**config.mk**
```make
export PLATFORM = sky130hd
export DESIGN_NAME = pkt_arb2
export DESIGN_NICKNAME = d
export VERILOG_FILES = /design/src/rtl/pkt_arb2.sv
export SDC_FILE = /design/constraint.sdc
export NUM_CORES = 1
export LEC_CHECK = 0
export BUFFER_PORTS_ARGS = -buffer_cell sky130_fd_sc_hd__buf_2
export CAP_MARGIN = 25
export CORE_UTILIZATION = 48
export DETAILED_ROUTE_END_ITERATION = 10
export GPL_TIMING_DRIVEN = 0
export PLACE_DENSITY = 0.83
export SKIP_LAST_GASP = 1
export SLEW_MARGIN = 20
export SYNTH_ARGS = -nofsm -noshare
export SYNTH_HDL_FRONTEND = slang
export SYNTH_SLANG_ARGS = --single-unit
```
**constraint.sdc**
```tcl
create_clock -name clk -period 2.2 [get_ports clk]
set_input_delay 0.22 -clock clk [delete_from_list [all_inputs] [get_ports clk]]
set_output_delay 0.22 -clock clk [all_outputs]
set_load 0.03 [all_outputs]
```
**src/rtl/pkt_arb2.sv**
```systemverilog
// Two-source packet arbiter: per-source FIFOs, round-robin grant, registered merged output.
// Optional grant statistics are enabled by defining PKT_ARB2_STATS_EN.
module pkt_arb2 #(
    parameter int unsigned DEPTH = 2
) (
    input  logic        clk,
    input  logic        rst,
    input  logic        s0_valid,
    output logic        s0_ready,
    input  logic [3:0]  s0_id,
    input  logic [3:0]  s0_opcode,
    input  logic [15:0] s0_payload,
    input  logic        s1_valid,
    output logic        s1_ready,
    input  logic [3:0]  s1_id,
    input  logic [3:0]  s1_opcode,
    input  logic [15:0] s1_payload,
    output logic        m_valid,
    input  logic        m_ready,
    output logic [3:0]  m_id,
    output logic [3:0]  m_opcode,
    output logic [15:0] m_payload,
    output logic        m_src,
    input  logic        stats_clr,
    output logic [31:0] grant_cnt0,
    output logic [31:0] grant_cnt1
);

    localparam int unsigned PTR_W = $clog2(DEPTH);
    localparam int unsigned CNT_W = PTR_W + 1;
    localparam int unsigned PKT_W = 24;

    logic [PKT_W-1:0] in_pkt [2];
    logic [1:0]       in_valid;
    logic [PKT_W-1:0] mem    [2][DEPTH];
    logic [PTR_W-1:0] wr_ptr [2];
    logic [PTR_W-1:0] rd_ptr [2];
    logic [CNT_W-1:0] cnt    [2];
    logic [1:0]       full;
    logic [1:0]       nonempty;
    logic [1:0]       push;
    logic [1:0]       pop;
    logic             prio;
    logic             grant;
    logic             load;
    logic [PKT_W-1:0] head;

    assign in_pkt[0] = {s0_id, s0_opcode, s0_payload};
    assign in_pkt[1] = {s1_id, s1_opcode, s1_payload};
    assign in_valid  = {s1_valid, s0_valid};

    // Ready depends only on registered occupancy, never on m_ready.
    assign s0_ready = !full[0];
    assign s1_ready = !full[1];

    always_comb begin
        full     = '0;
        nonempty = '0;
        for (int unsigned k = 0; k < 2; k++) begin
            full[k]     = (cnt[k] == CNT_W'(DEPTH));
            nonempty[k] = (cnt[k] != '0);
        end
        push  = in_valid & ~full;
        load  = !m_valid || m_ready;
        // With a single non-empty FIFO that one wins; prio only breaks ties.
        grant = (nonempty == 2'b11) ? prio : nonempty[1];
        pop   = '0;
        if (load && (nonempty != '0)) begin
            pop[grant] = 1'b1;
        end
        head = mem[grant][rd_ptr[grant]];
    end

    always_ff @(posedge clk) begin
        for (int unsigned k = 0; k < 2; k++) begin
            if (push[k]) begin
                mem[k][wr_ptr[k]] <= in_pkt[k];
            end
        end
    end

    // DEPTH is a power of two, so pointers wrap modulo DEPTH naturally.
    always_ff @(posedge clk) begin
        if (rst) begin
            for (int unsigned k = 0; k < 2; k++) begin
                wr_ptr[k] <= '0;
                rd_ptr[k] <= '0;
                cnt[k]    <= '0;
            end
        end else begin
            for (int unsigned k = 0; k < 2; k++) begin
                if (push[k]) begin
                    wr_ptr[k] <= wr_ptr[k] + PTR_W'(1);
                end
                if (pop[k]) begin
                    rd_ptr[k] <= rd_ptr[k] + PTR_W'(1);
                end
                cnt[k] <= cnt[k] + CNT_W'(push[k]) - CNT_W'(pop[k]);
            end
        end
    end

    always_ff @(posedge clk) begin
        if (rst) begin
            m_valid   <= 1'b0;
            m_id      <= '0;
            m_opcode  <= '0;
            m_payload <= '0;
            m_src     <= 1'b0;
            prio      <= 1'b0;
        end else if (load) begin
            if (pop != '0) begin
                {m_id, m_opcode, m_payload} <= head;
                m_src   <= grant;
                m_valid <= 1'b1;
                prio    <= !grant;
            end else begin
                m_valid <= 1'b0;
            end
        end
    end

`ifdef PKT_ARB2_STATS_EN
    always_ff @(posedge clk) begin
        if (rst || stats_clr) begin
            grant_cnt0 <= '0;
            grant_cnt1 <= '0;
        end else if (m_valid && m_ready) begin
            if (m_src) begin
                grant_cnt1 <= grant_cnt1 + 32'd1;
            end else begin
                grant_cnt0 <= grant_cnt0 + 32'd1;
            end
        end
    end
`else
    logic stats_clr_unused;
    assign stats_clr_unused = stats_clr;
    assign grant_cnt0 = '0;
    assign grant_cnt1 = '0;
`endif

endmodule
```
==> qor.json, run 1 <==
{
  "max-cap-violations": {"value": 0},
  "p_leak": {"value": 3.23, "unit": "nW"},
  "filler_cell_count": {"value": 828},
  "crit_path_kind": {"value": "reg -> reg"},
  "final-setup-viol-count": {"value": 0},
  "via_count": {"value": 3766},
  "worstPathArrival": {"value": 2430, "unit": "ps"},
  "final.period_utilization": {"value": 95.4, "unit": "%"},
  "vdd_ir_drop_max": {"value": 957, "unit": "uV"},
  "height_of_the_chip": {"value": 111, "unit": "um"},
  "die_width": {"value": 111, "unit": "um"},
  "io_pins": {"value": 146},
  "number_of_antenna_violations_at_the_first_check_in_global_routing": {"value": 0},
  "critical-path-top-delay-family": {"value": "simple AND/OR/NAND/NOR gates"},
  "power": {"value": 9.59, "unit": "mW"},
  "min-delay-path-class": {"value": "in -> reg"},
  "tritoncts.num_buffers": {"value": 17},
  "initial_core_util": {"value": 49.7, "unit": "%"},
  "nets": {"value": 686},
  "internal_power": {"value": 6.35, "unit": "mW"},
  "power_density": {"value": 1250, "unit": "nW/um^2"},
  "timing.critical_path.slowest_cell_delay": {"value": 360, "unit": "ps"},
  "worstSetupStartpointType": {"value": "register"},
  "die-area": {"value": 12300, "unit": "um^2"},
  "synthesis.yosys.warnings": {"value": 0},
  "power.share.combinational": {"value": 34.0, "unit": "%"},
  "clock_tree.htree_level_count": {"value": 4},
  "antenna_fix_cells": {"value": 0},
  "synth.distinct_cells": {"value": 33},
  "timing.critical_path.buf_inv": {"value": 2},
  "rsz0062_at_grt": {"value": "true"},
  "clock_network_power_share": {"value": 30.2, "unit": "%"},
  "row_count": {"value": 39},
  "highest_clock_rate": {"value": 0.476, "unit": "GHz"},
  "cp-end-kind": {"value": "register"},
  "first_iter_violations": {"value": 324},
  "grt_max_degree": {"value": 25},
  "synthArstFlopShare": {"value": 0, "unit": "%"},
  "global_route_wire_length_before_repair": {"value": 18500, "unit": "um"},
  "cts-root-buf": {"value": "sky130_fd_sc_hd__clkbuf_16"},
  "synthFlopType": {"value": "sky130_fd_sc_hd__edfxtp_1"},
  "run_status": {"value": "finished clean"},
  "crit_path_frequent_cell": {"value": "sky130_fd_sc_hd__ha_1"},
  "final.setup.tns": {"value": 0, "unit": "ps"},
  "detailedPlace.worstSlack": {"value": -89.5, "unit": "ps"},
  "gp_congestion": {"value": 0.817},
  "globalRoute.totalOverflow": {"value": 0},
  "tightest_slew": {"value": 738, "unit": "ps"},
  "area_overhead_of_the_layout_relative_to_synthesis": {"value": 34.4, "unit": "%"},
  "layout.cells.non_filler": {"value": 784},
  "critical_path_peak_fanout": {"value": 10},
  "final.min_clock_period": {"value": 2100, "unit": "ps"},
  "detailed_place_hpwl": {"value": 8020, "unit": "um"},
  "timing.critical_path.cells": {"value": "nor4_4 > or2_1 > buf_6 > nor2_1 > ha_1 > inv_1 > ha_1 > xor2_2 > and2_2 > nor3_1"},
  "clock_insertion_delay_worst_skew": {"value": 420, "unit": "ps"},
  "final_hold_viols": {"value": 0},
  "slew-limit-headroom": {"value": 50.7, "unit": "%"},
  "coreArea": {"value": 11500, "unit": "um^2"},
  "synthesis.area": {"value": 5700, "unit": "um^2"},
  "max-clock-path-buffers": {"value": 2},
  "drc": {"value": 0},
  "timing.final.max_slew_violations": {"value": 0},
  "critical-path-slowest-cell": {"value": "sky130_fd_sc_hd__dfxtp_2"},
  "seqPwrFrac": {"value": 35.8, "unit": "%"},
  "drive_gt1_share": {"value": 32.6, "unit": "%"},
  "total_instance_count_after_detailed_placement": {"value": 706},
  "totalWireLength": {"value": 11800, "unit": "um"},
  "synth_cells": {"value": 418},
  "synth_enable_flop_cells": {"value": 100},
  "layout.cells.most_common_list": {"value": "sky130_fd_sc_hd__edfxtp_1 (100), sky130_fd_sc_hd__buf_2 (94), sky130_fd_sc_hd__buf_4 (66)"},
  "worst_ep_required": {"value": 2530, "unit": "ps"},
  "drt-vias-per-instance": {"value": 4.80},
  "fin_util": {"value": 66.7, "unit": "%"},
  "grt_pass1_vias": {"value": 3735},
  "synth-seq-area-share": {"value": 63.6, "unit": "%"},
  "wl_per_cell": {"value": 15.1, "unit": "um"},
  "clkTransAtPathRegs": {"value": 60, "unit": "ps"},
  "track_usage": {"value": 19.9, "unit": "%"},
  "setup_skew_after_layout": {"value": 4.61, "unit": "ps"},
  "layout_commonest_cell": {"value": "sky130_fd_sc_hd__edfxtp_1"},
  "switching_power": {"value": 3.24, "unit": "mW"},
  "post_synth.cell_area_avg": {"value": 13.6, "unit": "um^2"},
  "cts_tree": {"value": "yes"},
  "power_switching_share": {"value": 33.8, "unit": "%"},
  "postSynthRegisterBits": {"value": 131},
  "detailedRoute.firstPassIterationCount": {"value": 5},
  "setup_slack": {"value": 101, "unit": "ps"},
  "total_clock_sinks": {"value": 131},
  "port_buffers": {"value": 80},
  "ant_nets": {"value": 0}
}
-- area by class of cell --
type,count,area (um^2),area share (%)
Clock inverter,15,190,2.49
Multi-Input combinational cell,254,1700,22.2
Inverter,8,30.0,0.392
Timing Repair Buffer,129,892,11.7
Sequential cell,131,3630,47.4
Buffer,87,608,7.95
Tap cell,143,179,2.34
Clock buffer,17,425,5.56
-- final timing paths --
path             start          to  slack [ps]  cells past startpoint
min reg2reg       prio        prio         470                      2
min           s0_id[0]  mem[0][44]          10                      1
max          cnt[0][2]   cnt[0][1]         100                     10
max reg2reg  cnt[0][2]   cnt[0][1]         100                     10
-- cell families (layout without fill, tap and decap cells) --
logic type	Yosys count	in the layout	share of synthesized area, %
buffers and inverters	96	256	11.2
adder cells (fa/ha/maj)	4	4	0.879
multiplexers	48	48	8.44
XOR/XNOR	2	2	0.308
other	1	64	0.0658
flip-flops	131	131	63.6
AO/OA/AOI/OAI	57	57	7.49
AND/OR/NAND/NOR	79	79	8.02
-- flip-flops by register name, summed over array words and instances, names as in the netlist --
register	count
m_valid	1
m_payload	16
m_src	1
prio	1
m_id	4
cnt	4
mem	96
rd_ptr	2
wr_ptr	2
m_opcode	4
-- power by group through the flow --
stage | clock [mW] | combinational, mW | sequential (mW)
final | 2.89 | 3.26 | 3.43
after global routing | 3.03 | 3.51 | 3.48
after CTS | 2.92 | 3.20 | 3.42
after detailed placement | 0 | 3.07 | 3.46
after global placement | 0 | 2.94 | 3.44
after floorplan | 0 | 2.03 | 3.70
-- cells in the mapped netlist, types with 2 or more instances --
cell type	number	area share, %
sky130_fd_sc_hd__and3_1	2	0.22
sky130_fd_sc_hd__a32o_1	24	4.2
sky130_fd_sc_hd__buf_6	2	0.40
sky130_fd_sc_hd__buf_4	64	8.4
sky130_fd_sc_hd__xor2_1	2	0.31
sky130_fd_sc_hd__nand3_1	25	2.2
sky130_fd_sc_hd__ha_1	4	0.88
sky130_fd_sc_hd__dfxtp_1	31	11
sky130_fd_sc_hd__nand2b_1	5	0.55
sky130_fd_sc_hd__edfxtp_1	100	53
sky130_fd_sc_hd__a211oi_1	3	0.40
sky130_fd_sc_hd__nor2b_1	27	3.0
sky130_fd_sc_hd__buf_2	15	1.3
sky130_fd_sc_hd__clkbuf_1	5	0.33
sky130_fd_sc_hd__nand2_1	2	0.13
sky130_fd_sc_hd__nor2_1	7	0.46
sky130_fd_sc_hd__o21ai_0	25	2.2
sky130_fd_sc_hd__inv_1	8	0.53
sky130_fd_sc_hd__mux2i_1	48	8.4
sky130_fd_sc_hd__nor3_1	4	0.35
sky130_fd_sc_hd__clkbuf_2	2	0.18
sky130_fd_sc_hd__a21oi_1	2	0.18
-- per-stage QoR --
stage | instance area (um^2) | hold WS [ps]
CTS | 7620 | 0.717
floorplan | 5940 | 319
global placement | 6520 | 409
finish | 7650 | 11.3
global route | 7650 | 2.86
detailed placement | 6550 | 411
-- metal layers --
| layer | wire, um | vias up | track usage (%) |
|---|---|---|---|
| met4 | 352 | 0 | 10.8 |
| met5 | 0 | - | 0 |
| met2 | 5980 | 170 | 33.9 |
| met1 | 4730 | 1730 | 22.1 |
| met3 | 768 | 30 | 6.18 |
| li1 | - | 1836 | - |
-- timing repair --
item	in CTS	in global routing
hold endpoints to repair	88	2
hold buffers	44	1
endpoints found under the setup margin	1	1
resized for setup	2	7
pin swaps	1	1
cloned	0	0
setup buffers	1	1
Power figures use the tool's default switching activity.
==> inputs of run 2 (changes only) <==
--- a/config.mk
+++ b/config.mk
@@ -10,7 +10,7 @@
 export CORE_UTILIZATION = 48
 export DETAILED_ROUTE_END_ITERATION = 10
 export GPL_TIMING_DRIVEN = 0
-export PLACE_DENSITY = 0.83
+export PLACE_DENSITY = 0.76
 export SKIP_LAST_GASP = 1
 export SLEW_MARGIN = 20
 export SYNTH_ARGS = -nofsm -noshare
==> run 2 against run 1 <==
Net effect:
- register-to-register slack got worse by 20 ps
- critical path depth unchanged
- first-iteration DRC count decreased by 35%
- sequential power about the same
- critical path type unchanged
==> qor.json, run 2 (synthesized netlist as in run 1, its figures left out) <==
{
  "final.period_utilization": {"value": 96.3, "unit": "%"},
  "tightest_slew": {"value": 784, "unit": "ps"},
  "clock_tree.htree_level_count": {"value": 4},
  "antenna_fix_cells": {"value": 0},
  "run_status": {"value": "finished clean"},
  "crit_path_kind": {"value": "reg -> reg"},
  "switching_power": {"value": 3.22, "unit": "mW"},
  "row_count": {"value": 39},
  "grt_max_degree": {"value": 25},
  "io_pins": {"value": 146},
  "final-setup-viol-count": {"value": 0},
  "totalWireLength": {"value": 11700, "unit": "um"},
  "setup_skew_after_layout": {"value": 9.96, "unit": "ps"},
  "p_leak": {"value": 3.26, "unit": "nW"},
  "worstSetupStartpointType": {"value": "register"},
  "seqPwrFrac": {"value": 35.4, "unit": "%"},
  "min-delay-start": {"value": "s0_payload[5]"},
  "cp-end-kind": {"value": "register"},
  "critical_path.reg2reg.startpoint": {"value": "cnt[0][2]"},
  "worst_ep_required": {"value": 2470, "unit": "ps"},
  "fin_util": {"value": 67.0, "unit": "%"},
  "gp_congestion": {"value": 0.820},
  "min-delay-path-class": {"value": "in -> reg"},
  "die_width": {"value": 111, "unit": "um"},
  "detailedPlace.worstSlack": {"value": -112, "unit": "ps"},
  "max-cap-violations": {"value": 0},
  "grt_pass1_vias": {"value": 3609},
  "setup.reg_to_reg.worst_slack": {"value": 80, "unit": "ps"},
  "drc": {"value": 0},
  "ant_nets": {"value": 0},
  "globalRoute.totalOverflow": {"value": 0},
  "total_clock_sinks": {"value": 131},
  "tritoncts.num_buffers": {"value": 17},
  "max-clock-path-buffers": {"value": 2},
  "worstReg2RegEnd": {"value": "cnt[0][1]"},
  "clkTransAtPathRegs": {"value": 60, "unit": "ps"},
  "detailed_place_hpwl": {"value": 8050, "unit": "um"},
  "first_iter_violations": {"value": 211},
  "cts_tree": {"value": "yes"},
  "power_density": {"value": 1260, "unit": "nW/um^2"},
  "port_buffers": {"value": 80},
  "timing.final.max_slew_violations": {"value": 0},
  "nets": {"value": 686},
  "setup_slack": {"value": 81.3, "unit": "ps"},
  "cts-root-buf": {"value": "sky130_fd_sc_hd__clkbuf_16"},
  "worstPathArrival": {"value": 2390, "unit": "ps"},
  "height_of_the_chip": {"value": 111, "unit": "um"},
  "coreArea": {"value": 11500, "unit": "um^2"},
  "power_switching_share": {"value": 33.2, "unit": "%"},
  "final.setup.tns": {"value": 0, "unit": "ps"},
  "slew-limit-headroom": {"value": 47.8, "unit": "%"},
  "drt-vias-per-instance": {"value": 4.82},
  "vdd_ir_drop_max": {"value": 751, "unit": "uV"},
  "layout_commonest_cell": {"value": "sky130_fd_sc_hd__edfxtp_1"},
  "drive_gt1_share": {"value": 33.1, "unit": "%"},
  "track_usage": {"value": 19.6, "unit": "%"},
  "initial_core_util": {"value": 49.7, "unit": "%"},
  "via_count": {"value": 3776},
  "whs_endpoint": {"value": "mem[0][29]"},
  "highest_clock_rate": {"value": 0.472, "unit": "GHz"},
  "filler_cell_count": {"value": 818},
  "clock_network_power_share": {"value": 30.9, "unit": "%"},
  "number_of_antenna_violations_at_the_first_check_in_global_routing": {"value": 0},
  "layout.cells.most_common_list": {"value": "sky130_fd_sc_hd__edfxtp_1 (100), sky130_fd_sc_hd__buf_2 (94), sky130_fd_sc_hd__buf_4 (66)"},
  "largest_register_ff_count": {"value": 96},
  "clock_insertion_delay_worst_skew": {"value": 410, "unit": "ps"},
  "global_route_wire_length_before_repair": {"value": 18200, "unit": "um"},
  "final.min_clock_period": {"value": 2120, "unit": "ps"},
  "power.share.combinational": {"value": 33.7, "unit": "%"},
  "final_hold_viols": {"value": 0},
  "area_overhead_of_the_layout_relative_to_synthesis": {"value": 34.8, "unit": "%"},
  "rsz0062_at_grt": {"value": "true"},
  "hold_path_depth": {"value": 1},
  "detailedRoute.firstPassIterationCount": {"value": 4},
  "wl_per_cell": {"value": 15.0, "unit": "um"},
  "internal_power": {"value": 6.49, "unit": "mW"},
  "reg2reg_depth": {"value": 10},
  "die-area": {"value": 12300, "unit": "um^2"},
  "critical_path_peak_fanout": {"value": 10}
}
-- run 2: changes by cell type in the layout (fill, tap and decap cells not counted), sizes merged --
cell | before | now
clkbuf | 23 | 30
clkinvlp | 5 | 1
clkinv | 6 | 4
dlygate4sd3 | 45 | 44
-- run 2: per-layer routing --
metal	part of all wire [%]	vias up	global-route usage, %
met3	5.9	21	4.92
met5	0	-	0
met4	2.7	0	11.3
li1	-	1829	-
met1	43	1757	23.6
met2	48	169	31.8
-- run 2: worst max path at each step --
stage               from   endpoint  slack [ps]  depth (start not counted)
2_1_floorplan    m_valid  cnt[0][1]         110                         10
3_3_place_gp   cnt[0][1]  cnt[0][1]         -50                         10
3_5_place_dp   cnt[0][1]  cnt[0][1]        -110                         10
4_1_cts        cnt[0][3]  cnt[0][1]          30                         10
5_1_grt        cnt[0][2]  cnt[0][1]         -80                         10
6_report       cnt[0][2]  cnt[0][1]          80                         10
-- run 2: worst max-delay path, stage by stage, from the launching register on --
cell	delay [ps]
sky130_fd_sc_hd__dfxtp_2	360
sky130_fd_sc_hd__nor4_4	300
sky130_fd_sc_hd__or2_1	190
sky130_fd_sc_hd__buf_6	150
sky130_fd_sc_hd__nor2_1	50
sky130_fd_sc_hd__ha_1	280
sky130_fd_sc_hd__inv_1	50
sky130_fd_sc_hd__ha_1	140
sky130_fd_sc_hd__xor2_1	230
sky130_fd_sc_hd__and2_2	190
sky130_fd_sc_hd__nor3_1	40
-- run 2: what timing repair did --
action | in CTS | in global routing
hold buffers | 43 | 1
setup buffers | 1 | 1
endpoints found under the setup margin | 1 | 2
pin swaps | 1 | 1
endpoints found under the hold margin | 85 | 2
gates resized for setup | 1 | 9
-- run 2: area by class of cell --
type	count	area (um^2)	share of cell area, %
repair buffers	128	882	11.5
plain buffers	88	613	7.98
flip-flops and latches	131	3630	47.3
multi-input cells	254	1710	22.2
clock inverters	9	151	1.97
well taps	143	179	2.33
clock buffers	23	488	6.35
inverters	8	30.0	0.391
-- run 2: through the flow --
| step | std cells | power, mW | instance area (um^2) | hold WS [ps] |
|---|---|---|---|---|
| 6_report | 784 | 9.71 | 7680 | 13.1 |
| 5_1_grt | 784 | 10.1 | 7680 | 1.48 |
| 4_1_cts | 782 | 9.63 | 7630 | 0.336 |
| 3_5_place_dp | 706 | 6.54 | 6550 | 411 |
| 3_3_place_gp | 704 | 6.41 | 6520 | 409 |
| 2_1_floorplan | 481 | 5.74 | 5940 | 319 |
-- run 2: power groups by stage --
stage               sequential [mW]  combinational [mW]  clock (mW)
detailed placement             3.46                3.08           0
CTS                            3.41                3.20        3.02
floorplan                      3.70                2.03           0
global placement               3.44                2.96           0
finish                         3.43                3.28        3.00
global route                   3.47                3.53        3.13
